===== config.mk =====
export PLATFORM = sky130hd
export DESIGN_NAME = rr_arbiter
export DESIGN_NICKNAME = d
export VERILOG_FILES = /design/src/rtl/rr_arbiter.sv
export SDC_FILE = /design/constraint.sdc
export NUM_CORES = 1
export LEC_CHECK = 0
export ABC_CLOCK_PERIOD_IN_PS = 4480
export CAP_MARGIN = 40
export CORE_MARGIN = 5
export CORE_UTILIZATION = 30
export DETAILED_ROUTE_END_ITERATION = 12
export HOLD_SLACK_MARGIN = 0.03
export SLEW_MARGIN = 20
export SYNTH_ARGS = -nofsm -noshare
export SYNTH_HDL_FRONTEND = slang
export SYNTH_SLANG_ARGS = --single-unit

===== constraint.sdc =====
create_clock -name clk -period 4.48 [get_ports clk]
set_input_delay 1.12 -clock clk [delete_from_list [all_inputs] [get_ports clk]]
set_output_delay 1.12 -clock clk [all_outputs]
set_load 0.05 [all_outputs]

===== src/rtl/rr_arbiter.sv =====
`default_nettype none
// ============================================================================
//  Module   : rr_arbiter
//  Purpose  : Four-input round-robin arbiter. Drains ingress FIFOs 0..3 one
//             word per cycle into a single registered stream for the egress
//             demux (fifo4..fifo7). A source is only served when the egress
//             FIFO named by its head word's destination field is not
//             almost-full.
//  Ports    : clk, reset_L (async, active-low)
//             data_in0..3 / empty0..3 : FWFT heads and empty flags of ingress
//             almost_full4..7         : egress almost-full, indexed by destino
//             pop0..3                 : combinational one-hot pop strobes
//             data_inter, destino     : registered forwarded word and dest
//             valid_out               : push strobe for the egress FIFO
//             grant                   : registered index of the served source
//             word_count              : registered forwarded-word count (wraps)
//             idle                    : registered all-empty, nothing in flight
//  Revision : 1.0  initial release
// ============================================================================
module rr_arbiter #(
    parameter int DATA_W   = 10,
    parameter int DEST_LSB = 8
) (
    input  logic              clk,
    input  logic              reset_L,
    input  logic [DATA_W-1:0] data_in0,
    input  logic [DATA_W-1:0] data_in1,
    input  logic [DATA_W-1:0] data_in2,
    input  logic [DATA_W-1:0] data_in3,
    input  logic              empty0,
    input  logic              empty1,
    input  logic              empty2,
    input  logic              empty3,
    input  logic              almost_full4,
    input  logic              almost_full5,
    input  logic              almost_full6,
    input  logic              almost_full7,
    output logic              pop0,
    output logic              pop1,
    output logic              pop2,
    output logic              pop3,
    output logic [DATA_W-1:0] data_inter,
    output logic [1:0]        destino,
    output logic              valid_out,
    output logic [1:0]        grant,
    output logic [7:0]        word_count,
    output logic              idle
);

    localparam logic [0:0] c_ST_IDLE   = 1'b0;
    localparam logic [0:0] c_ST_ACTIVE = 1'b1;

    logic [DATA_W-1:0] w_data [4];
    logic [1:0]        w_dest [4];
    logic [3:0]        w_empty;
    logic [3:0]        w_af;
    logic [3:0]        w_elig;
    logic [3:0]        w_pop;
    logic              w_any;
    logic [1:0]        w_win;
    logic [1:0]        w_idx;
    logic [0:0]        w_state_nxt;

    logic [0:0]        r_state;
    logic [1:0]        r_ptr;

    assign w_data[0] = data_in0;
    assign w_data[1] = data_in1;
    assign w_data[2] = data_in2;
    assign w_data[3] = data_in3;
    assign w_empty   = {empty3, empty2, empty1, empty0};
    assign w_af      = {almost_full7, almost_full6, almost_full5, almost_full4};

    // A source is eligible only if it has a word and that word's egress
    // FIFO can still take it.
    generate
        for (genvar gi = 0; gi < 4; gi++) begin : g_elig
            assign w_dest[gi] = w_data[gi][DEST_LSB+1:DEST_LSB];
            assign w_elig[gi] = ~w_empty[gi] & ~w_af[w_dest[gi]];
        end
    endgenerate

    // First eligible source in rotation order starting at the pointer.
    // Blocked sources are skipped without disturbing the pointer.
    always_comb begin
        w_any = 1'b0;
        w_win = 2'd0;
        w_idx = 2'd0;
        for (int k = 0; k < 4; k++) begin
            w_idx = r_ptr + 2'(k);
            if (!w_any && w_elig[w_idx]) begin
                w_any = 1'b1;
                w_win = w_idx;
            end
        end
    end

    // Pops are gated by reset_L so they drop the moment reset asserts,
    // without waiting for a clock edge.
    always_comb begin
        w_pop = 4'b0000;
        if (reset_L && w_any) begin
            w_pop[w_win] = 1'b1;
        end
    end

    assign pop0 = w_pop[0];
    assign pop1 = w_pop[1];
    assign pop2 = w_pop[2];
    assign pop3 = w_pop[3];

    // Next state: ACTIVE whenever a word is granted this cycle.
    always_comb begin
        w_state_nxt = c_ST_IDLE;
        if (w_any) begin
            w_state_nxt = c_ST_ACTIVE;
        end
    end

    always_ff @(posedge clk or negedge reset_L) begin
        if (!reset_L) begin
            r_state <= c_ST_IDLE;
        end else begin
            r_state <= w_state_nxt;
        end
    end

    assign valid_out = (r_state == c_ST_ACTIVE);

    // Datapath registers: output word, destination, grant index, pointer
    // and counter all advance only on a grant.
    always_ff @(posedge clk or negedge reset_L) begin
        if (!reset_L) begin
            r_ptr      <= 2'd0;
            data_inter <= '0;
            destino    <= 2'd0;
            grant      <= 2'd0;
            word_count <= 8'd0;
            idle       <= 1'b1;
        end else begin
            idle <= (&w_empty) & ~w_any;
            if (w_any) begin
                r_ptr      <= w_win + 2'd1;
                data_inter <= w_data[w_win];
                destino    <= w_dest[w_win];
                grant      <= w_win;
                word_count <= word_count + 8'd1;
            end
        end
    end

endmodule
`default_nettype wire


==> impl_results.md <==
* Status: completed
* Drt total wl at 4.52 mm
* Worst-Margin Slew at just under 900 ps
* Critical Path Source Type: input port
* Starting DRT DRC Count at 25
* IO buf count at just under 80
* CP Max Fanout at 6
* Combinational power share at 0.632
* Final setup violation count at 0
* Via density at 4.91
* Yosys warns at 0
* Part of the cycle the worst path needs at 0.982
* ANT nets after route at 0
* Gpl congestion at 0.841
* Nets@finish at 297
* Crit path DAT at 3280 ps
* Clock power share at 0.096
* Switching power at 0.668 mW
* Critical path type: in2out
* Chip Width at 80.3 um
* CTS Sinks at 24
* Design Power at roughly 1.4 mW
* Initial antenna violation count at 0
* Post-synth EDFFs at 0
* Critical path required time at 3360 ps
* Cell Pwr Density at approximately 540 nW/um2
* Seq/Total Area, Yosys at 0.406
* R2R depth at 8
* Ant diodes at 0
* Full die area at 6450 um2
* Hold buffers post-CTS at 0
* Clk buf depth at 2
* Synth Net Count at 205
* Setup Skew at between 0.8 and 0.9 ps
* Relative slew slack at 0.413
* Util after Layout at 0.534
* Int Power at roughly 0.71 mW
* Distinct cells, synth at 43
* Fillers at around 470
* Worst Hold Depth at 1
* Layout cells sized above 1 at 0.183
* Via Count at 1512
* Register-to-register setup slack at 2250 ps
* Drt pass-1 iters at 4
* Post-synth ARST share at 1.00
* Synth Flop Type: dfrtp_1
* Total CTS buffers at 3
* Layout overhead on the synthesized area at 71.2%
* Drt wl/cell at roughly 15 um
* Commonest cells after routing, fill and taps aside: clkdlybuf4s50_1 (65), dfrtp_1 (23), buf_4 (18), nor2_1 (15), nand2_1 (11)
* CTS tree: built
* RSZ-0062 raised after global routing: true
* I/O Pins at 78
* Most common cell after layout, fill and taps aside: clkdlybuf4s50_1
* DRC at 0
* Total track usage at 0.143
* FF+latch count, synth at 24
* Dpl hpwl at approximately 3.6 mm
* Avg Cell Area, Syn at 9.88 um2
* Syn Inst Count at 150
* H-tree levels at 1
* Synthesized area at around 1500 um2
* Row cnt at 25
* Peak Freq at approximately 230 MHz
* Minimum clock period at roughly 4400 ps
* Reg clk slew, reported paths at about 80 ps
* Sw Ratio at 0.485
* Root buffer cell: clkbuf_8
* Leak at between 1 and 1.5 nW
* Remaining Overflow, GRT at 0
* Clock Latency Late Sink at roughly 260 ps
* Final Hold Fails at 0
* Sequential share of power at 0.271
* Pin count of the biggest net entering global routing at 18
* CP endpoint kind: primary output
* Max-cap violation count at 0
* Max-slew violations at 0
* Die span in y at approximately 80 um
* Starting Density at 0.312
* Vias in the first global route at 1516
* Global-route wire length before repair at 7.13 mm
* Core area at roughly 4800 um2
* Worst vdd ir at approximately 0.25 mV
* Hold Path Class: reg2reg
==> worst max-delay path: stages <==
cell	delay [ps]
dlygate4sd2_1	270
mux4_2	510
or2_1	250
or3_4	370
and3_4	210
inv_2	70
ha_1	150
and3_4	200
buf_12	130
==> logic make-up after synthesis <==
| kind of cell | share of synthesized area |
|---|---|
| xor gates and xnor gates | 0.0414 |
| AOI/OAI and AO/OA | 0.192 |
| DFF | 0.406 |
| and+or+nand+nor | 0.185 |
| buffers and inverters | 0.0515 |
| adders and majority gates | 0.0422 |
| muxes | 0.0819 |
==> power groups by stage <==
stage / sequential, mW / combinational (mW) / clock, mW
final: 0.374 / 0.872 / 0.133
after global routing: 0.391 / 0.929 / 0.149
after CTS: 0.375 / 0.877 / 0.138
after detailed placement: 0.379 / 0.865 / 0
after global placement: 0.375 / 0.862 / 0
after floorplan: 0.638 / 0.283 / 0
==> synth_stat cells (2+ instances only) <==
library cell,n,area (um2)
a211oi_1,9,67.6
a21oi_1,10,50.1
a221oi_1,9,78.8
a22oi_1,2,15.0
and3_1,4,25.0
and4_1,2,17.5
buf_4,2,15.0
buf_6,2,22.5
clkbuf_1,3,11.3
dfrtp_1,23,576
ha_1,5,62.6
inv_1,5,18.8
mux2_2,3,33.8
mux2i_1,2,20.0
mux4_2,3,67.6
nand2_1,11,41.3
nand3_1,3,15.0
nand4_1,3,18.8
nor2_1,16,60.1
nor2b_1,2,12.5
o21ai_0,2,10.0
or2_1,2,12.5
or2_2,2,12.5
xnor2_1,6,52.6
==> path summary, 6_finish.rpt <==
path / end / from
setup / recovery: pop0 / almost_full7
hold / removal: word_count[7] / word_count[7]
setup reg to reg: data_inter[1] / r_ptr[1]
hold reg to reg: word_count[7] / word_count[7]
max in group asynchronous: idle / reset_L
min in group asynchronous: data_inter[7] / reset_L
==> through the flow <==
| step | setup slack, ps | hold slack [ps] | cells | setup TNS (ps) | cell area, um2 |
|---|---|---|---|---|---|
| 2_1_floorplan | 169 | 527 | 150 | 0 | 1480 |
| 3_3_place_gp | -165 | 461 | 303 | -584 | 2450 |
| 3_5_place_dp | -186 | 474 | 303 | -624 | 2450 |
| 4_1_cts | 16.9 | 486 | 308 | 0 | 2520 |
| 5_1_grt | -7.35 | 504 | 308 | -7.35 | 2540 |
| 6_report | 81.8 | 475 | 308 | 0 | 2540 |
==> cell type report <==
| cell class | instances | area (um2) | share of cell area |
|---|---|---|---|
| clock buffer | 4 | 45.0 | 0.0177 |
| inverter | 6 | 22.5 | 0.00887 |
| multi-input combinational | 112 | 842 | 0.332 |
| sequential | 24 | 602 | 0.237 |
| tap | 67 | 83.8 | 0.0330 |
| timing repair buffer | 95 | 943 | 0.372 |
==> layer usage <==
metal  track usage  share of wire  vias up
li1              -              -      740
met1         0.156           0.40      716
met2         0.258           0.49       51
met3        0.0561          0.097        5
met4        0.0355         0.0082        0
met5             0              0        -
==> sequential cells by signal, indices dropped and copies added (netlist names) <==
register and cells:
r_ptr 2, idle 1, grant 2, valid_out 1, word_count 8, data_inter 10
==> what timing repair did <==
action,CTS,global route
buffers inserted,1,0
resized for setup,10,6
endpoints found under the setup margin,4,4
pin swaps,3,2
(Power assumes the default switching activity.)
